## src/rtl/ram_controlador.sv

```systemverilog
// ram_controlador
//   Request/response front end for a small word-organised RAM built from
//   individually enabled words. After reset the controller zero-fills every
//   word (INIT), then serves one request at a time: accept (IDLE), drive the
//   memory for one cycle (ACCESS), present the response until taken (RESP).
//   Every output is a register, so nothing on req_* or resp_ready reaches
//   mem_* or any other output combinationally.
//
// Ports
//   clock            system clock, rising edge
//   clear            asynchronous active-low reset
//   req_valid        request present
//   req_ready        controller accepts a request this cycle
//   req_rw           1 = write, 0 = read
//   req_endereco     target word address
//   req_data         write data
//   resp_valid       response present
//   resp_ready       consumer accepts the response
//   resp_data        read data (0 for write responses)
//   resp_escrita     response belongs to a write
//   init_done        power-up zero sweep finished (sticky until reset)
//   mem_rw           memory write enable shared by all words
//   mem_endereco     one-hot word select
//   mem_data_entrada memory write data
//   mem_data_saida   OR of all word outputs (0 for deselected words)
module ram_controlador #(
  parameter int DATA_W = 4,
  parameter int ADDR_W = 2
) (
  input  logic                   clock,
  input  logic                   clear,
  input  logic                   req_valid,
  output logic                   req_ready,
  input  logic                   req_rw,
  input  logic [ADDR_W-1:0]      req_endereco,
  input  logic [DATA_W-1:0]      req_data,
  output logic                   resp_valid,
  input  logic                   resp_ready,
  output logic [DATA_W-1:0]      resp_data,
  output logic                   resp_escrita,
  output logic                   init_done,
  output logic                   mem_rw,
  output logic [2**ADDR_W-1:0]   mem_endereco,
  output logic [DATA_W-1:0]      mem_data_entrada,
  input  logic [DATA_W-1:0]      mem_data_saida
);

  localparam int N = 2**ADDR_W;
  localparam logic [ADDR_W-1:0] LAST = ADDR_W'(N - 1);

  typedef enum logic [1:0] {
    INIT   = 2'd0,
    IDLE   = 2'd1,
    ACCESS = 2'd2,
    RESP   = 2'd3
  } state_t;

  state_t              state, state_next;
  logic [ADDR_W-1:0]   cnt, cnt_next;
  // Set once the first sweep word has been issued; lets the first edge after
  // reset release start the sweep while outputs still read 0 during reset.
  logic                sweep_on, sweep_on_next;
  logic                rw_q, rw_next;

  logic                req_ready_next;
  logic                resp_valid_next;
  logic [DATA_W-1:0]   resp_data_next;
  logic                resp_escrita_next;
  logic                init_done_next;
  logic                mem_rw_next;
  logic [N-1:0]        mem_endereco_next;
  logic [DATA_W-1:0]   mem_data_entrada_next;

  function automatic logic [N-1:0] one_hot(input logic [ADDR_W-1:0] a);
    logic [N-1:0] v;
    v    = '0;
    v[a] = 1'b1;
    return v;
  endfunction

  // Next-state and next-output decode. Outputs are computed for the state
  // being entered and registered at the edge, so each state's outputs are
  // valid for exactly the cycles the controller spends in it.
  always_comb begin
    state_next            = state;
    cnt_next              = cnt;
    sweep_on_next         = sweep_on;
    rw_next               = rw_q;
    req_ready_next        = 1'b0;
    resp_valid_next       = resp_valid;
    resp_data_next        = resp_data;
    resp_escrita_next     = resp_escrita;
    init_done_next        = init_done;
    mem_rw_next           = 1'b0;
    mem_endereco_next     = '0;
    mem_data_entrada_next = '0;

    case (state)
      INIT: begin
        if (!sweep_on) begin
          sweep_on_next     = 1'b1;
          mem_rw_next       = 1'b1;
          mem_endereco_next = one_hot(cnt);
        end else if (cnt == LAST) begin
          state_next     = IDLE;
          init_done_next = 1'b1;
          req_ready_next = 1'b1;
        end else begin
          cnt_next          = cnt + ADDR_W'(1);
          mem_rw_next       = 1'b1;
          mem_endereco_next = one_hot(cnt_next);
        end
      end

      IDLE: begin
        req_ready_next = 1'b1;
        if (req_valid && req_ready) begin
          state_next            = ACCESS;
          req_ready_next        = 1'b0;
          rw_next               = req_rw;
          mem_rw_next           = req_rw;
          mem_endereco_next     = one_hot(req_endereco);
          mem_data_entrada_next = req_rw ? req_data : '0;
        end
      end

      ACCESS: begin
        state_next      = RESP;
        resp_valid_next = 1'b1;
        if (rw_q) begin
          resp_data_next    = '0;
          resp_escrita_next = 1'b1;
        end else begin
          resp_data_next    = mem_data_saida;
          resp_escrita_next = 1'b0;
        end
      end

      RESP: begin
        if (resp_ready) begin
          state_next      = IDLE;
          resp_valid_next = 1'b0;
          req_ready_next  = 1'b1;
        end
      end

      default: state_next = INIT;
    endcase
  end

  always_ff @(posedge clock or negedge clear) begin
    if (!clear) begin
      state            <= INIT;
      cnt              <= '0;
      sweep_on         <= 1'b0;
      rw_q             <= 1'b0;
      req_ready        <= 1'b0;
      resp_valid       <= 1'b0;
      resp_data        <= '0;
      resp_escrita     <= 1'b0;
      init_done        <= 1'b0;
      mem_rw           <= 1'b0;
      mem_endereco     <= '0;
      mem_data_entrada <= '0;
    end else begin
      state            <= state_next;
      cnt              <= cnt_next;
      sweep_on         <= sweep_on_next;
      rw_q             <= rw_next;
      req_ready        <= req_ready_next;
      resp_valid       <= resp_valid_next;
      resp_data        <= resp_data_next;
      resp_escrita     <= resp_escrita_next;
      init_done        <= init_done_next;
      mem_rw           <= mem_rw_next;
      mem_endereco     <= mem_endereco_next;
      mem_data_entrada <= mem_data_entrada_next;
    end
  end

endmodule

```

## config.mk

```make
export PLATFORM = sky130hd
export DESIGN_NAME = ram_controlador
export DESIGN_NICKNAME = d
export VERILOG_FILES = /design/src/rtl/ram_controlador.sv
export SDC_FILE = /design/constraint.sdc
export NUM_CORES = 1
export LEC_CHECK = 0
export CORE_MARGIN = 2
export CORE_UTILIZATION = 46
export DETAILED_ROUTE_END_ITERATION = 8
export PLACE_DENSITY = 0.78
export REMOVE_ABC_BUFFERS = 1
export SLEW_MARGIN = 10
export SYNTH_ARGS = -nofsm -noshare
export SYNTH_HDL_FRONTEND = slang
export SYNTH_SLANG_ARGS = --single-unit
```

## constraint.sdc

```tcl
create_clock -name clock -period 2 [get_ports clock]
set_input_delay 0.4 -clock clock [delete_from_list [all_inputs] [get_ports clock]]
set_output_delay 0.4 -clock clock [all_outputs]
set_load 0.05 [all_outputs]
```

Word level (Yosys, flattened, before mapping) --
Cells that the tools add are included.
Word-level totals: output and inout bits 17, bits in registers 23
Cells by class: reduce and logical (&&, ||, !) cells 11, order comparisons 6, bitwise gates (word level) 1, $add $sub $neg 1, equal/unequal tests 8, muxes and demuxes 31
Operator list (number):
- 2-to-1 mux 4 bit | 7
- 2-to-1 mux 1 bit | 12
- < comparator 2 x 3 -> 1 bit, second input constant | 3
- 2-to-1 mux 2 bit | 4
- inequality test 2 bit, second input constant | 4
- one-hot mux 2 bit (4 select lines) | 1
- one-hot mux 4 bit (2 select lines) | 1
- demux 1 bit (select 2 bit) | 3
- equality test 2 bit, second input constant | 3
- >= comparator 2 x 1 -> 1 bit, second input constant | 3
- AND reduction 3 bit | 2
- logical AND 1 bit | 4
- one-hot mux 1 bit (2 select lines) | 2
- AND reduction 2 bit | 2
- AND reduction 4 bit | 1
- one-hot mux 1 bit (3 select lines) | 1
- adder 2 x 1 -> 2 bit, second input constant | 1
- equality test 2 x 1 -> 1 bit, second input constant | 1
- zero test 2 bit | 1
- nonzero test 2 bit | 1
- NOT 1 bit | 1

Logic depth before layout (Yosys ltp) --
Gate-level depths: netlist of run 1.
word-level depth 8, gate-level depth with buffers 6, gate-level depth less buffers 5

Worst setup path before layout of run 1 --
No wires, ideal clock.
kind reg2reg, start point register state[0], end point register state[1], arrival 1.403 ns, clock period less this slack 1.527 ns, stages on the path, launching flop included 7, setup slack 0.473 ns, buffers on the path 1, cells stage by stage dfrtp_1 > inv_1 > ha_1 > buf_6 > a21boi_4 > a211oi_2 > mux2_2
On the way: cells in the longest elaborated chain, start to end 3
Ends and longest elaborated chain:
- from (decl) | RTL line 58 | state_t state, state_next;
- from (signal assigned) | RTL line 166 | state <= state_next;
- equality test 2 x 1 -> 1 bit, or another cell as far along | RTL line 98 | case (state)
- inequality test 2 bit (no source line)
- AND reduction 4 bit (no source line)
Parallel ways exist; a longest one is shown, timed or not. A chain may end at the register's enable or synchronous reset.

Final worst setup path of run 1 --
start point register resp_valid, end point output resp_valid
RTL lines:
- from (decl) | RTL line 37 | output logic resp_valid,
- from (signal assigned) | RTL line 171 | resp_valid <= resp_valid_next;
No word-level cell between the ends.

==> results of run 1 <==
## cell type report
class                   count  area [µm²]
clock buffers               3        22.5
fillers                   186         793
flip-flops and latches     23         576
repair buffers             32         318
inverters                  11        41.3
well taps                  28        35.0
multi-input cells          58         443
clock inverters             1        5.00
## worst reg2reg max path: cells and delay by family (launching register included)
kind,cells,cell delay (ns)
flops,1,0.40
buf+inv,1,0.09
mux,1,0.35
fa+ha+maj,1,0.30
compound gates,2,0.42
## Yosys cell counts, drive strengths merged
cell | number | area (µm²)
nand2b | 2 | 12.5
and3 | 5 | 31.3
xnor2 | 1 | 8.76
a211oi | 1 | 12.5
nor2b | 2 | 12.5
nand3 | 1 | 5.00
a31oi | 1 | 6.26
o32ai | 1 | 8.76
clkbuf | 1 | 3.75
mux2 | 7 | 78.8
buf | 3 | 23.8
o21ai | 6 | 30.0
a22o | 1 | 10.0
o2bb2ai | 1 | 8.76
or2 | 1 | 6.26
inv | 11 | 41.3
nor3 | 1 | 5.00
ha | 9 | 113
a21boi | 1 | 18.8
nand2 | 12 | 45.0
dfrtp | 23 | 576
o22ai | 3 | 18.8
nand3b | 1 | 7.51
nor2 | 1 | 3.75
## power groups by stage
stage	Sequential [W]	Combinational, W	Clock, W
5_1_grt	0.000767	0.00126	0.000232
6_report	0.000738	0.00116	0.000206
4_1_cts	0.000742	0.00117	0.000214
3_5_place_dp	0.000753	0.00116	0
2_1_floorplan	0.00110	0.000460	0
3_3_place_gp	0.000744	0.00113	0
## cell families after synthesis
kind of cell,Yosys count,synth area share (%)
simple gates,26,11.9
flops,23,52.9
compound gates,15,10.5
buf+inv,15,6.33
fa+ha+maj,9,10.4
mux,7,7.25
xor+xnor,1,0.806
## path summary, 6_finish.rpt
| kind | startpoint | depth (start not counted) | endpoint | slack (ns) |
|---|---|---|---|---|
| max | resp_valid$_DFFE_PN0P_ | 1 | resp_valid | 0.11 |
| max reg2reg | state[0]$_DFFE_PN0P_ | 5 | state[1]$_DFFE_PN0P_ | 0.35 |
| min | clear | 2 | init_done$_DFFE_PN0P_ | 0.42 |
| min reg2reg | init_done$_DFFE_PN0P_ | 1 | init_done$_DFFE_PN0P_ | 0.48 |
| min in group clock | init_done$_DFFE_PN0P_ | 1 | init_done$_DFFE_PN0P_ | 0.48 |
| max in group asynchronous | clear | 2 | resp_data[1]$_DFFE_PN0P_ | 1.35 |
## per-layer routing
metal	part of all wire [%]	vias to the layer above	wire, µm	track usage (%)
li1	-	381	-	-
met1	43	343	768	19.4
met2	51	21	901	28.5
met3	5.3	2	95	2.86
met4	0.79	0	14	3.85
met5	0	-	0	0
## stage by stage
step           utilization, %  worst slack (ns)  total power, W  instance area [µm²]
6_report                 64.5             0.106         0.00210                 1440
2_1_floorplan               -             0.488         0.00156                 1060
3_5_place_dp             63.2             0.278         0.00191                 1410
3_3_place_gp             63.2             0.338         0.00188                 1410
4_1_cts                  64.5            0.0931         0.00212                 1440
5_1_grt                  64.5            0.0458         0.00226                 1440
## registers in the layout (all words and copies together) (netlist names)
name	cells
mem_data_entrada	4
mem_endereco	4
mem_rw	1
resp_escrita	1
cnt	2
resp_valid	1
req_ready	1
rw_q	1
init_done	1
state	2
sweep_on	1
resp_data	4
## placed cells by master, fill, tap and decap left out, drive strengths merged, types with 3 or more instances in the layout
cell / netlist / routed
mux2: 7 / 7
clkdlybuf4s50: 0 / 31
o22ai: 3 / 3
ha: 9 / 9
o21ai: 6 / 6
inv: 11 / 11
dfrtp: 23 / 23
nand2: 12 / 12
clkbuf: 1 / 3
and3: 5 / 5
==> flow_summary_export.csv, run 1 <==
group,metric,value,unit
logic_synthesis,syn_inst,96,
global_routing,grt_antenna_before_repair,0,
floorplan,chipWidth,52.6,µm
clock_network,cts_sinks,23,
logic_synthesis,yosys_warnings,0,
clock_network,cts_setup_buffers,0,
clock_network,numCtsBuffers,3,
placed_design,globalplace.congestion,0.763,
setup_path,crit_chain,"clkdlybuf4s50_1",
route,routed_wl,1780,µm
floorplan,core.rowCount,17,
logic_synthesis,syn_area_per_cell,11.3,µm²
setup_path,critPathMaxStageDelay,0.81,ns
placed_design,port_buffers,31,
route,drt-initial-drc-count,6,
power,power.share.clock,9.8,%
placed_design,dp_hpwl,1420,µm
clock_network,h-tree-depth,1,
setup_path,startpoint_type,"register",
setup_path,cp.arrival,1.49,ns
setup_path,crit_required,1.60,ns
power,switching_share,44.4,%
global_routing,grt_overflow,0,
power,combPwrFrac,55.0,%
sta,fin_crit_sh,94.7,%
logic_synthesis,synth_seq_cells,23,
flow_run,maxCapViolations,0,
outcome,status,"finished clean",
clock_network,cts_tree,"yes",
floorplan,die_h,52.6,µm
setup_path,end_kind,"output port",
power,pwr-share-seq,35.1,%
clock_network,postCtsHoldBufs,0,
route,remaining_drc_errors,0,
logic_synthesis,yosysUniqueCellTypes,26,
floorplan,pin_count,32,
global_routing,grt_usage,15.8,%
clock_network,clk_pin_slew,0.13,ns
sta,holdWs,0.422,ns
power,powerDensity,1460,nW/µm²
sta,rsz0062_at_grt,"no",
clock_network,clockBufferDepth,2,
global_routing,grt_max_degree,24,
floorplan,core,2230,µm²
final_layout,diodes,0,
sta,skew,0.00684,ns
placed_design,place_inst,152,
route,antenna_left,0,
sta,fmax,0.528,GHz
setup_path,critPathTopFamily,"buffers and inverters",
sta,finalMaxSlewViolations,0,
setup_path,critPathSlowestCell,"clkdlybuf4s50_1",
clock_network,ctsRootBufferMaster,"clkbuf_4",
final_layout,fin_cells,156,
power,p_leak,0.668,nW
final_layout,nNetsFinal,153,
sta,period_needed,1.89,ns
sta,worstMarginPinSlew,0.503,ns
power,ir_drop,0.960,mV
route,via_per_inst,4.79,
setup_path,crit_path_max_fanout,3,
logic_synthesis,syn_area,1090,µm²
global_routing,grt_pass1_vias,746,
route,routedWlPerCell,11.4,µm
clock_network,ctsResizeCount,0,
setup_path,critPathKind,"reg2out",
hold_path,hp-class,"in2async",
final_layout,area_growth,32.5,%
setup_path,crit_buf_inv,1,
sta,relSlewSlack,66.3,%
floorplan,initial_core_util,48.7,%
global_routing,grt_pass1_wl,3260,µm
clock_network,clock_latency,0.30,ns
floorplan,dieArea,2770,µm²
sta,hold_violations,0,
sta,setup_viol,0,
power,p_sw,0.000933,W
power,p_int,0.00117,W
logic_synthesis,yosysSeqAreaShare,52.9,%
sta,timing.setup.tns,0,ns
final_layout,drive_above_1_share,12.5,%
route,via_count,747,
route,first_pass_iters,5,
Note: power is estimated with default switching activity, not from simulation.
==> inputs of run 2 (changes only) <==
--- a/config.mk
+++ b/config.mk
@@ -5,12 +5,12 @@
 export SDC_FILE = /design/constraint.sdc
 export NUM_CORES = 1
 export LEC_CHECK = 0
+export ABC_CLOCK_PERIOD_IN_PS = 2000
 export CORE_MARGIN = 2
 export CORE_UTILIZATION = 46
 export DETAILED_ROUTE_END_ITERATION = 8
 export PLACE_DENSITY = 0.78
 export REMOVE_ABC_BUFFERS = 1
-export SLEW_MARGIN = 10
 export SYNTH_ARGS = -nofsm -noshare
 export SYNTH_HDL_FRONTEND = slang
 export SYNTH_SLANG_ARGS = --single-unit
==> results of run 2 <==
Final layout, timing and power as in run 1 (identical DEF).
